### src/rtl/mem_pkg.sv
// Shared types and constants for the memory handshake master.
//   - size_e   : access size encodings (byte, halfword, word, illegal)
//   - state_e  : handshake FSM states
//   - OP_*     : RAM MemOp opcodes
//   - mem_opcode() maps direction + size to an opcode
//   - is_illegal() flags misaligned or illegal-size requests
package mem_pkg;

  typedef enum logic [1:0] {
    SZ_BYTE = 2'b00,
    SZ_HALF = 2'b01,
    SZ_WORD = 2'b10,
    SZ_ILL  = 2'b11
  } size_e;

  typedef enum logic [2:0] {
    S_IDLE,
    S_SETUP,
    S_STROBE,
    S_WAIT,
    S_FINISH
  } state_e;

  localparam logic [5:0] OP_LW = 6'b100011;
  localparam logic [5:0] OP_LH = 6'b100001;
  localparam logic [5:0] OP_LB = 6'b100000;
  localparam logic [5:0] OP_SW = 6'b101011;
  localparam logic [5:0] OP_SH = 6'b101001;
  localparam logic [5:0] OP_SB = 6'b101000;

  function automatic logic [5:0] mem_opcode(input logic rw, input size_e sz);
    case (sz)
      SZ_WORD: return rw ? OP_LW : OP_SW;
      SZ_HALF: return rw ? OP_LH : OP_SH;
      default: return rw ? OP_LB : OP_SB;
    endcase
  endfunction

  function automatic logic is_illegal(input size_e sz, input logic [1:0] a);
    case (sz)
      SZ_WORD: return a != 2'b00;
      SZ_HALF: return a[0];
      SZ_ILL:  return 1'b1;
      default: return 1'b0;
    endcase
  endfunction

endpackage

### src/rtl/rdata_extend.sv
// Combinational read-data extension.
//   data    : raw 32-bit RAM read data
//   size    : access size (byte / halfword / word)
//   signext : 1 = sign-extend sub-word data, 0 = zero-extend
//   ext     : right-justified, extended result
module rdata_extend
  import mem_pkg::*;
(
  input  logic [31:0] data,
  input  size_e       size,
  input  logic        signext,
  output logic [31:0] ext
);

  always_comb begin
    ext = data;
    case (size)
      SZ_BYTE: ext = {{24{signext & data[7]}},  data[7:0]};
      SZ_HALF: ext = {{16{signext & data[15]}}, data[15:0]};
      default: ext = data;
    endcase
  end

endmodule

### src/rtl/mem_handshake_master.sv
// Memory handshake master: turns a single request from the control unit
// into a SETUP / STROBE / WAIT / FINISH handshake with the RAM.
//   Clk, Clr          : clock (rising edge), async active-high reset
//   Req, Rw, Size,
//   SignExt, Addr,
//   WData             : request, captured only while idle
//   MOC, MemDataOut   : RAM completion and read data
//   MOV, ReadWrite,
//   MemOp, MemAddr,
//   MemDataIn         : RAM strobe, direction, opcode, address, write data
//   RData             : extended read data (updated on read completion only)
//   Busy, Done, Err   : status; Err is meaningful while Done is high
// Optional build macro MEM_TIMEOUT_EN adds a WAIT watchdog of
// TIMEOUT_CYCLES cycles that finishes the access with Err=1.
module mem_handshake_master
  import mem_pkg::*;
#(
  parameter int TIMEOUT_CYCLES = 16
) (
  input  logic        Clk,
  input  logic        Clr,
  input  logic        Req,
  input  logic        Rw,
  input  logic [1:0]  Size,
  input  logic        SignExt,
  input  logic [31:0] Addr,
  input  logic [31:0] WData,
  input  logic        MOC,
  input  logic [31:0] MemDataOut,
  output logic        MOV,
  output logic        ReadWrite,
  output logic [5:0]  MemOp,
  output logic [31:0] MemAddr,
  output logic [31:0] MemDataIn,
  output logic [31:0] RData,
  output logic        Busy,
  output logic        Done,
  output logic        Err
);

  state_e      state;
  size_e       cap_size;
  logic        cap_signext;
  logic [31:0] ext_data;
  size_e       req_size;

  assign req_size = size_e'(Size);

  rdata_extend u_ext (
    .data    (MemDataOut),
    .size    (cap_size),
    .signext (cap_signext),
    .ext     (ext_data)
  );

`ifdef MEM_TIMEOUT_EN
  localparam int CW = $clog2(TIMEOUT_CYCLES + 1);
  logic [CW-1:0] wait_cnt;
  logic          timeout;
  // Fires on the TIMEOUT_CYCLES-th consecutive WAIT edge without MOC.
  assign timeout = (wait_cnt == CW'(TIMEOUT_CYCLES - 1));
`else
  localparam int unused_timeout_cycles = TIMEOUT_CYCLES;
`endif

  always_ff @(posedge Clk or posedge Clr) begin
    if (Clr) begin
      state       <= S_IDLE;
      MOV         <= 1'b0;
      Done        <= 1'b0;
      Err         <= 1'b0;
      Busy        <= 1'b0;
      RData       <= '0;
      MemAddr     <= '0;
      MemDataIn   <= '0;
      MemOp       <= '0;
      ReadWrite   <= 1'b1;
      cap_size    <= SZ_BYTE;
      cap_signext <= 1'b0;
`ifdef MEM_TIMEOUT_EN
      wait_cnt    <= '0;
`endif
    end else begin
      Done <= 1'b0;
      case (state)
        S_IDLE: begin
          if (Req) begin
            Busy <= 1'b1;
            if (is_illegal(req_size, Addr[1:0])) begin
              // Rejected before touching the RAM: MOV never rises.
              state <= S_FINISH;
              Done  <= 1'b1;
              Err   <= 1'b1;
            end else begin
              // Mem* outputs are loaded here so they are valid during SETUP.
              state       <= S_SETUP;
              Err         <= 1'b0;
              MemAddr     <= Addr;
              MemDataIn   <= WData;
              ReadWrite   <= Rw;
              MemOp       <= mem_opcode(Rw, req_size);
              cap_size    <= req_size;
              cap_signext <= SignExt;
            end
          end
        end
        S_SETUP: begin
          MOV   <= 1'b1;
          state <= S_STROBE;
        end
        S_STROBE: begin
          state <= S_WAIT;
`ifdef MEM_TIMEOUT_EN
          wait_cnt <= '0;
`endif
        end
        S_WAIT: begin
          if (MOC) begin
            MOV   <= 1'b0;
            Done  <= 1'b1;
            Err   <= 1'b0;
            state <= S_FINISH;
            if (ReadWrite) RData <= ext_data;
          end
`ifdef MEM_TIMEOUT_EN
          else if (timeout) begin
            MOV   <= 1'b0;
            Done  <= 1'b1;
            Err   <= 1'b1;
            state <= S_FINISH;
          end else begin
            wait_cnt <= wait_cnt + 1'b1;
          end
`endif
        end
        S_FINISH: begin
          state <= S_IDLE;
          Busy  <= 1'b0;
          Err   <= 1'b0;
        end
        default: state <= S_IDLE;
      endcase
    end
  end

endmodule

### config.mk
export PLATFORM = sky130hd
export DESIGN_NAME = mem_handshake_master
export DESIGN_NICKNAME = d
export VERILOG_FILES = /design/src/rtl/mem_pkg.sv /design/src/rtl/rdata_extend.sv /design/src/rtl/mem_handshake_master.sv
export SDC_FILE = /design/constraint.sdc
export NUM_CORES = 1
export LEC_CHECK = 0
export ABC_AREA = 1
export CAP_MARGIN = 30
export CORE_UTILIZATION = 46
export CTS_BUF_LIST = sky130_fd_sc_hd__clkbuf_16
export CTS_CLUSTER_DIAMETER = 150
export CTS_CLUSTER_SIZE = 16
export DETAILED_ROUTE_END_ITERATION = 12
export PLACE_DENSITY = 0.94
export SETUP_SLACK_MARGIN = 0.4
export SLEW_MARGIN = 20
export SYNTH_ARGS = -nofsm -noshare
export SYNTH_HDL_FRONTEND = slang
export SYNTH_SLANG_ARGS = --single-unit
### constraint.sdc
create_clock -name Clk -period 8.2 [get_ports Clk]
set_input_delay 1.64 -clock Clk [delete_from_list [all_inputs] [get_ports Clk]]
set_output_delay 1.64 -clock Clk [all_outputs]
set_load 0.02 [all_outputs]
-- Word level (Yosys, flattened, before mapping)
Cells that the tools add are included.
- logic and storage cells: 59
- bits of input ports: 104
- register bits after elaboration: 113
- output and inout port bits: 107
- bitwise operators: 3
- multiplexer cells: 22
- eq/ne operators: 10
- reductions and logical operators: 12
- operators with widths (operator ; count):
    case mux 32 bit (2 select lines) ; 1
    two-way mux 4 bit ; 3
    case mux 3 bit (4 select lines) ; 1
    two-way mux 3 bit ; 3
    AND reduction 3 bit ; 3
    two-way mux 1 bit ; 8
    case mux 4 bit (2 select lines) ; 1
    == test 3 x 2 -> 1 bit (second input constant) ; 2
    case mux 1 bit (2 select lines) ; 3
    case mux 1 bit (3 select lines) ; 2
    AND reduction 2 bit ; 3
    nonzero test 2 bit ; 3
    == test 2 x 1 -> 1 bit (second input constant) ; 2
    == test 2 bit (second input constant) ; 2
    inequality test 2 bit (second input constant) ; 2
    == test 3 x 1 -> 1 bit (second input constant) ; 1
    == test 3 bit (second input constant) ; 1
    zero test 3 bit ; 1
    nonzero test 3 bit ; 1
    AND 1 bit ; 2
    zero test 2 bit ; 1
    inverter 1 bit ; 1

-- Depth between registers and ports, before layout
Gate-level depths: netlist of run 1.
- word-level depth: 7
- depth in mapped cells: 9
- depth with buffers taken out: 8

-- Modules after synthesis
Synthesis of run 1 repeated with hierarchy kept, for this count alone.
- cell total of the unflattened synthesis: 584
- area, all modules: 5322.6 µm²
- modules (own cells, without submodules) (module ; cells each ; times used ; sequential area each (µm²) ; area an instance (µm²)):
    mem_handshake_master ; 512 ; 1 ; 2778.9 ; 4855.9
    rdata_extend ; 72 ; 1 ; 0.0 ; 466.7

-- Worst setup path before layout of run 1
OpenSTA, ideal clock, no wires.
- path type: input -> register
- from: in Size[1]
- to: reg cap_size[1]
- data required time: 8083 ps
- setup time: 117 ps
- slack: 5512 ps
- arrival: 2571 ps
- path buffers: 1
- stages: 9
- cell sequence: inv_1 ha_1 a21oi_1 nand2_1 nand2_1 nand3_2 clkbuf_1 nand2_1 nand2_1
- word-level cells in the longest chain between the ends: 6
- elaborated cells between the ends (all ways): 8
- those cells by class: eq/ne (3); mux (3); bitwise (1); reduce/logical (1)
- ends and longest elaborated chain (item ; line ; source):
    from (decl) ; mem_handshake_master.sv:24 ; input logic [1:0] Size,
    == test 2 bit or == test 2 x 1 -> 1 bit (tied branches) ; mem_pkg.sv:40 ; case (sz)
    case mux 1 bit (3 select lines) ; mem_pkg.sv:40 ;
    two-way mux 1 bit ; mem_handshake_master.sv:87 ; if (Req) begin
    two-way mux 1 bit ; mem_handshake_master.sv:85 ; case (state)
    inverter 1 bit (no source line) ; - ;
    AND reduction 3 bit (no source line) ; - ;
    to (signal assigned) ; mem_handshake_master.sv:102 ; cap_size <= req_size;
    to (decl) ; mem_handshake_master.sv:42 ; size_e cap_size;
Several ways; a longest one is shown, not always the timed one. The select of a mux whose other input is x is not followed.
A chain may end at the register's enable or synchronous reset.

-- Worst setup path in the final report of run 1
- from: in Size[0]
- to: reg MemAddr[24]
- word-level cells in the longest chain between the ends: 6
- elaborated cells between the ends (all ways): 8
- those cells by class: eq/ne (3); mux (3); bitwise (1); reduce/logical (1)
- ends and longest elaborated chain (item ; line ; source):
    == test 2 bit or == test 2 x 1 -> 1 bit (tied branches) ; mem_pkg.sv:40 ;
    case mux 1 bit (3 select lines) (*) ; mem_pkg.sv:40 ;
    two-way mux 1 bit (*) ; mem_handshake_master.sv:87 ;
    two-way mux 1 bit (*) ; mem_handshake_master.sv:85 ;
    inverter 1 bit (no source line) (*) ; - ;
    AND reduction 3 bit (no source line) (*) ; - ;
    to (signal assigned) ; mem_handshake_master.sv:98 ; MemAddr <= Addr;
    to (decl) ; mem_handshake_master.sv:33 ; output logic [31:0] MemAddr,
Mark *: on every way between the ends. The rest lies on a longest branch, timed or not. The select of a mux whose other input is x is not followed.

==> metrics.txt, run 1 <==
Synth Instances=550; sequential share of the synthesized area=57.49%; PnR worst setup slack=4205 ps; Comb pwr share=47.9%; status=completed; hold path depth=2; total grt overflow=0; fin area=7207 sq um; Post-DP Area=6889 sq um; Register-to-Register Path Depth=8; PwrDens=366.9 nW/um^2; Worst Tran Pin Value=753.1 ps; Hold Buf Count CTS=0; clock network power share=16.3%; GRT Overall Usage=23.78%; switching share of power=39.96%; Final nets=842; critical path endpoint category=flip-flop; number of global-route vias before repair=4340; post-synthesis async set-or-reset flop share=100.0%; TritonCTS clock tree=built; nature of the critical path startpoint=input pin; Post-synth EDFFs=0; 1st-iter DRT viols=336; Netlist Area Pre-Place=4833 sq um; final setup vio count=0; Vias=4510; area occupied by registers=2779 sq um; FP Rows=37; dominant cell type by area after synthesis=dfrtp_1; Lkg Pwr=0.003561 uW; Tcrit/Tclk final=48.72%; Root Driver=clkbuf_16; core area=10280 sq um; H-tree Lvls=3; RSZ-0062 raised after global routing=false; commonest cells after routing, fill and taps aside=235 x nand2_1, 207 x clkdlybuf4s50_1, 110 x dfrtp_1; dominant synthesized flop cell=dfrtp_1; TritonCTS Buffers=9; Critical Path RT=8420 ps; VDD IR max=0.0002420 V; routability congestion estimate=0.8409; filler instances=796; DIE AREA=10920 sq um; Clk Latency, worst-skew pair=340 ps; synth unique cells=26; largest net degree at the start of global routing=77; Ys Warns=0; area grow syn2layout=49.11%; uppermost layer routed=met4; f_max=250.3 MHz; Area contributors post-synth=dfrtp_1 57%, nand2_1 18%, nand4_1 9.3%; First-pass DRT Iterations=4; layout cells sized above 1=4.871%; first-pass GRT wire length=20930 um; DRC Markers=0; multi-input logic area=1714 sq um; sequential share of power=35.8%; CTS clk-pin slew, worst paths=70 ps; Worst EP arrival=4220 ps; internal power=1588 uW; I/O Pins=211; Max Buffers Root-to-Sink=2; Post-CTS Setup Inserts=0; worst-path fanout max=72; clk sinks=111; FF+latch count, synth=111; antenna diode count=0; net switching power=1056 uW; critical path type=in2reg; commonest non-fill, non-tap cell in the layout=nand2_1; Final HPWL DP=9141 um; Die Y=104.5 um; relative slew slack=49.79%; Worst Hold Slack=472.8 ps; initial core utilization=47.03%; Post-DRT Antenna Nets=0; min Tclk post-route=3995 ps; Worst Skew=13.53 ps; MaxCap Viol Count=0; Yosys top cell area share=56.95%; Chip Width=104.5 um; Fin Setup TNS=0 ps; Met3 Wirelength=802 um; WL final=13030 um; Via density=5.154; wire length on met1=5459 um; Slew Limit Fails=0; IO buf count=208; Avg Cell Area, Syn=8.788 sq um; initial antenna violation count=0; worst slack, placed=3868 ps; final hold violations=0; WL/cell=14.90 um; post-cts resize count=0; HP Class=reg2reg; met2 WL post-DR=6528 um
==> worst max-delay path, stage by stage <==
cell,delay [ps]
clkdlybuf4s50_1,550
inv_1,90
ha_1,220
o21ai_0,70
nand2_1,80
nand2_2,320
buf_4,520
nand3_2,90
buf_4,360
nand2_1,150
nand2_1,60
==> stage by stage <==
| step | util, % | total power [uW] | std cells |
|---|---|---|---|
| 4_1_cts | 69.93 | 2656 | 874 |
| 2_1_floorplan | - | 1627 | 551 |
| 5_1_grt | 70.12 | 2796 | 875 |
| 3_3_place_gp | 67.03 | 2175 | 858 |
| 6_report | 70.12 | 2644 | 875 |
| 3_5_place_dp | 67.03 | 2219 | 858 |
==> final cells by class <==
class | count | area share [%]
inverter | 29 | 1.545
multi-input combinational | 369 | 23.78
clock inverter | 7 | 1.007
clock buffer | 9 | 3.125
tap | 136 | 2.361
sequential | 111 | 38.56
timing repair buffer | 214 | 29.62
==> worst paths after layout <==
path,from,to,slack (ps)
max,Size[0],MemAddr[24],4210
min,MemAddr[22],MemAddr[22],470
max reg2reg,state[0],MemAddr[24],6030
min reg2reg,MemAddr[22],MemAddr[22],470
max in group asynchronous,Clr,MemDataIn[22],5430
min in group asynchronous,Clr,RData[28],1650
==> cell families after synthesis <==
family | count (synthesis) | synth area share [%]
flip-flops | 111 | 57.49
AO/OA/AOI/OAI | 33 | 4.168
adder cells (fa/ha/maj) | 4 | 1.036
buffers and inverters | 71 | 7.326
other | 1 | 0.07759
AND/OR/NAND/NOR | 330 | 29.90
==> synthesized netlist by cell type, types with 2 or more instances <==
master / count
nand2_1: 236
dfrtp_1: 110
nand4_1: 72
inv_1: 28
clkbuf_1: 20
nor2_1: 13
o21ai_0: 12
buf_4: 10
a21oi_1: 9
buf_2: 7
o21ai_2: 6
buf_6: 4
ha_1: 4
o21ai_1: 4
nand3_1: 3
nand3_2: 2
==> registers in the layout, indices dropped and copies added, names as in the netlist <==
register and count:
MemAddr 32, MemDataIn 32, RData 32, MemOp 4
state 3, cap_size 2, Busy 1, Done 1
Err 1, MOV 1, ReadWrite 1, cap_signext 1
==> power by group through the flow <==
stage          registers (uW)  clock network, uW  logic, uW
2_1_floorplan            1200                  0        431
3_3_place_gp              944                  0       1230
3_5_place_dp              947                  0       1270
4_1_cts                   945                439       1270
5_1_grt                   974                460       1360
6_report                  947                432       1270
==> layer usage <==
layer	GRT usage, %	vias up
met1	30.38	2140
met2	41.11	199
li1	-	2149
met4	6.531	0
met3	4.637	22
met5	0	-
(Power assumes the default switching activity.)
==> inputs of run 2 (changes only) <==
--- a/config.mk
+++ b/config.mk
@@ -7,12 +7,12 @@
 export LEC_CHECK = 0
 export ABC_AREA = 1
 export CAP_MARGIN = 30
-export CORE_UTILIZATION = 46
+export CORE_UTILIZATION = 42
 export CTS_BUF_LIST = sky130_fd_sc_hd__clkbuf_16
 export CTS_CLUSTER_DIAMETER = 150
 export CTS_CLUSTER_SIZE = 16
 export DETAILED_ROUTE_END_ITERATION = 12
-export PLACE_DENSITY = 0.94
+export PLACE_DENSITY = 0.87
 export SETUP_SLACK_MARGIN = 0.4
 export SLEW_MARGIN = 20
 export SYNTH_ARGS = -nofsm -noshare
==> constraint.sdc (replaced) <==
create_clock -name Clk -period 3.7 [get_ports Clk]
set_input_delay 0.74 -clock Clk [delete_from_list [all_inputs] [get_ports Clk]]
set_output_delay 0.74 -clock Clk [all_outputs]
set_load 0.02 [all_outputs]
==> metrics.txt, run 2 (synthesized netlist as in run 1, its figures left out) <==
core area=11030 sq um; final setup vio count=0; PwrDens=809.6 nW/um^2; Final HPWL DP=9720 um; Tcrit/Tclk final=70.64%; DIE AREA=11940 sq um; WL/cell=15.34 um; Top Registers=MemAddr: 32 flops, MemDataIn: 32 flops, RData: 32 flops; Vias=4539; Worst Skew=5.114 ps; H-tree Lvls=3; Critical Path RT=3920 ps; f_max=382.6 MHz; number of global-route vias before repair=4412; Most Crowded Layer GR=met2; filler instances=910; 1st-iter DRT viols=427; fin area=7222 sq um; cell mode on critical path=nand2_1; delay-heaviest family, CP=buffers and inverters; VDD IR max=0.0004175 V; Post-CTS Setup Inserts=0; status=completed; layout cells sized above 1=4.865%; first-pass GRT wire length=21040 um; TritonCTS clock tree=built; routability congestion estimate=0.7753; initial antenna violation count=0; initial core utilization=43.82%; Clk Latency, worst-skew pair=340 ps; Worst Hold Slack=470.6 ps; Die Y=109.3 um; nature of the critical path startpoint=input pin; clk sinks=111; Root Driver=clkbuf_16; FF-to-FF Start=state[1]; Worst EP arrival=2830 ps; relative slew slack=51.29%; GRT met3 Usage=6.037%; post-cts resize count=0; IO buf count=208; WL final=13500 um; Via density=5.158; Fin Setup TNS=0 ps; worst-path fanout max=43; Lkg Pwr=0.003555 uW; area grow syn2layout=49.42%; Worst Tran Pin Value=728.9 ps; Crit-path slowest cell=clkdlybuf4s50_1; total power=5847 uW; GRT Overall Usage=22.73%; grt met1 use=27.93%; Max Buffers Root-to-Sink=2; Post-DP Area=6943 sq um; FP Rows=38; hold path start=MemOp[5]; min Tclk post-route=2614 ps; HP Class=reg2reg; TritonCTS Buffers=9; CTS clk-pin slew, worst paths=60 ps; RSZ-0062 raised after global routing=false; Final nets=844; critical path type=in2reg; First-pass DRT Iterations=5; Critical Path Max Stage Delay=550 ps; commonest cells after routing, fill and taps aside=235 x nand2_1, 207 x clkdlybuf4s50_1, 110 x dfrtp_1; Hold Buf Count CTS=0; critical path startpoint=Size[0]; I/O Pins=211; total grt overflow=0; largest net degree at the start of global routing=60; critical path endpoint category=flip-flop; antenna diode count=0; Chip Width=109.3 um; Slew Limit Fails=0; final hold violations=0; crit path buf inv count=3; worst path cell trace=clkdlybuf4s50_1 -> inv_1 -> ha_1 -> o21ai_0 -> nand2_1 -> nand2_2 -> nand3_2 -> buf_4 -> nand2_1 -> nand2_1; commonest non-fill, non-tap cell in the layout=nand2_1; M2 GR Usage=38.54%; DRC Markers=0; MaxCap Viol Count=0; Post-DRT Antenna Nets=0
run 2: cell count changes in the layout (fill, tap and decap cells not counted), sizes merged:
cell | before | now
buf | 7 | 9
clkinv | 2 | 3
clkinvlp | 0 | 2
inv | 33 | 29
run 2: metrics by stage:
step | setup slack, ps | std cells | utilization, %
after CTS | 1106 | 880 | 65.47
after global placement | 832.9 | 865 | 62.94
after global routing | 886.2 | 880 | 65.47
after floorplan | 1617 | 551 | -
final | 1086 | 880 | 65.47
after detailed placement | 760.2 | 865 | 62.94
run 2: tightest hold or removal path, delay by kind of cell (launching register included):
family,cells,cell delay [ps]
buffers and inverters,1,40
flip-flops,1,340
AND/OR/NAND/NOR,1,50
run 2: layout make-up:
class | count | area, sq um | area share, %
Multi-Input combinational cell | 369 | 1714 | 23.74
Tap cell | 140 | 175.2 | 2.426
Inverter | 29 | 112.6 | 1.559
Sequential cell | 111 | 2779 | 38.48
Clock buffer | 9 | 225.2 | 3.119
Timing Repair Buffer | 216 | 2162 | 29.94
Clock inverter | 6 | 53.80 | 0.7450
run 2: worst paths after layout:
path                                  to  slack, ps  depth (start not counted)
min reg2reg                     MemOp[5]        470                          2
max                        MemDataIn[28]       1090                         10
max reg2reg                MemDataIn[24]       1600                          6
max in group asynchronous  MemDataIn[22]       2150                          3
min in group asynchronous     MemAddr[0]        770                          2
min                             MemOp[5]        470                          2
run 2: per-layer routing:
layer	part of all wire [%]	up-vias
li1	-	2155
met3	8.0	20
met2	50	174
met4	1.5	0
met5	0	-
met1	40	2190
run 2: power by group:
part	total, uW	leakage (uW)	switching (uW)	internal, uW
Combinational	2840	0.00202	1590	1250
Sequential	2100	0.00140	351	1750
Clock	909	0.000138	396	513
Total	5850	0.00356	2330	3510
==> inputs of run 3 (changes only) <==
--- a/config.mk
+++ b/config.mk
@@ -7,12 +7,12 @@
 export LEC_CHECK = 0
 export ABC_AREA = 1
 export CAP_MARGIN = 30
-export CORE_UTILIZATION = 42
+export CORE_UTILIZATION = 38
 export CTS_BUF_LIST = sky130_fd_sc_hd__clkbuf_16
 export CTS_CLUSTER_DIAMETER = 150
 export CTS_CLUSTER_SIZE = 16
 export DETAILED_ROUTE_END_ITERATION = 12
-export PLACE_DENSITY = 0.87
+export PLACE_DENSITY = 0.83
 export SETUP_SLACK_MARGIN = 0.4
 export SLEW_MARGIN = 20
 export SYNTH_ARGS = -nofsm -noshare
==> constraint.sdc (replaced) <==
create_clock -name Clk -period 2.4 [get_ports Clk]
set_input_delay 0.48 -clock Clk [delete_from_list [all_inputs] [get_ports Clk]]
set_output_delay 0.48 -clock Clk [all_outputs]
set_load 0.02 [all_outputs]
==> metrics.txt, run 3 (synthesized netlist as in run 1, its figures left out) <==
status=completed; Final HPWL DP=9520 um; worst slack, placed=127.8 ps; FP Rows=40; HP Class=reg2reg; hold path depth=2; First-pass DRT Iterations=8; Post-DP Area=7030 sq um; Slew Limit Fails=0; PwrDens=1244 nW/um^2; VDD IR max=0.0006404 V; I/O Pins=211; WL/cell=14.88 um; 1st-iter DRT viols=344; Worst Skew=5.737 ps; WL final=13560 um; DIE AREA=13170 sq um; fin area=7325 sq um; PnR worst setup slack=524.5 ps; relative slew slack=60.61%; f_max=533.2 MHz; area grow syn2layout=51.54%; commonest cells after routing, fill and taps aside=235 x nand2_1, 205 x clkdlybuf4s50_1, 110 x dfrtp_1; Crit-path slowest cell=clkdlybuf4s50_1; hold path start=MemOp[5]; RSZ-0062 raised after global routing=true; MaxCap Viol Count=0; layout cells sized above 1=5.518%; TritonCTS Buffers=9; Post-DRT Antenna Nets=0; critical path endpoint category=flip-flop; CTS clk-pin slew, worst paths=70 ps; Vias=4512; Worst Tran Pin Value=590.8 ps; Die Y=114.8 um; worst path cell trace=clkdlybuf4s50_1 -> inv_1 -> ha_1 -> a21oi_1 -> nand2_1 -> nand2_2 -> buf_12 -> nand4_1 -> nand2_1; Reg2Reg Setup Slack=650 ps; initial core utilization=39.58%; cell mode on critical path=nand2_1; Register-to-Register Path Depth=6; IO buf count=208; Root Driver=clkbuf_16; Clk Latency, worst-skew pair=340 ps; Max Buffers Root-to-Sink=2; min Tclk post-route=1876 ps; hold endpoint=MemOp[5]; routability congestion estimate=0.7836; TritonCTS clock tree=built; Final nets=846; core area=12210 sq um; Chip Width=114.8 um; Post-CTS Setup Inserts=0; Util after Layout=59.98%; Tcrit/Tclk final=78.15%; nature of the critical path startpoint=input pin; GRT Overall Usage=21.02%; Via density=4.953; Top Registers=MemAddr: 32 flops, MemDataIn: 32 flops, RData: 32 flops; number of global-route vias before repair=4453; clk sinks=111; H-tree Lvls=3; critical path type=in2reg; total power=9109 uW; Critical Path Max Stage Delay=540 ps; FF-to-FF Start=state[0]; Critical Path RT=2660 ps; final setup vio count=0; capture point of the worst reg-to-reg path=MemDataIn[4]; DRC Markers=0; commonest non-fill, non-tap cell in the layout=nand2_1; Worst EP arrival=2140 ps; Hold Buf Count CTS=0; first-pass GRT wire length=21890 um; largest net degree at the start of global routing=112; antenna diode count=0; initial antenna violation count=0; Lkg Pwr=0.003596 uW; total grt overflow=0; worst-path fanout max=64; final hold violations=0; Fin Setup TNS=0 ps
run 3: cell types whose count changed in the layout (fill, tap and decap cells not counted):
cell | before | now
buf_12 | 2 | 5
buf_4 | 6 | 4
buf_6 | 0 | 1
clkdlybuf4s50_1 | 207 | 205
clkinv_1 | 2 | 1
clkinv_2 | 1 | 3
clkinvlp_4 | 2 | 3
dlygate4sd2_1 | 0 | 1
dlymetal6s2s_1 | 0 | 1
inv_1 | 28 | 27
run 3: final cells by class:
type	count	area (sq um)
clock buffer	9	225.2
clock inverter	7	63.81
fill	1071	4887
inverter	29	112.6
multi-input combinational	369	1714
sequential	111	2779
tap	168	210.2
timing repair buffer	218	2220
run 3: how the worst max path moves through the flow:
stage,from,to,slack (ps),cells after the start
after CTS,Size[0],MemDataIn[12],490,10
final,Size[1],MemDataIn[4],520,9
after global routing,Size[1],MemDataIn[23],390,10
after detailed placement,Size[0],MemDataIn[30],130,10
after global placement,Size[0],MemDataIn[17],200,10
after floorplan,Clr,Busy,580,1
run 3: critical path: cells and delay by family:
| kind | cells | cell delay [ps] |
|---|---|---|
| buf+inv | 3 | 880 |
| fa+ha+maj | 1 | 180 |
| compound gates | 1 | 120 |
| simple gates | 4 | 460 |
run 3: metrics by stage:
step	hold WS [ps]	cells
after detailed placement	454.0	895
after global placement	452.4	895
after global routing	486.9	911
after CTS	472.8	911
final	468.5	911
after floorplan	455.9	551
run 3: what timing repair did:
| item | in CTS | in global routing |
|---|---|---|
| pin swaps | 0 | 0 |
| setup endpoints to repair | 1 | 42 |
| endpoints found under the hold margin | 0 | 0 |
| resized for setup | 1 | 2 |
run 3: power by group:
part / total, uW / internal (uW) / switching [uW] / leakage, uW
logic: 4470 / 1980 / 2490 / 0.00206
clock network: 1450 / 801 / 653 / 0.000139
registers: 3190 / 2690 / 493 / 0.00140
total: 9110 / 5470 / 3640 / 0.00360
run 3: per-layer routing:
layer  GRT usage (%)  up-vias  part of all wire [%]
met2           36.04      201                    48
met1           26.03     2142                    42
met3           5.746       12                   8.9
met5               0        -                     0
li1                -     2157                     -
met4           6.234        0                  0.99
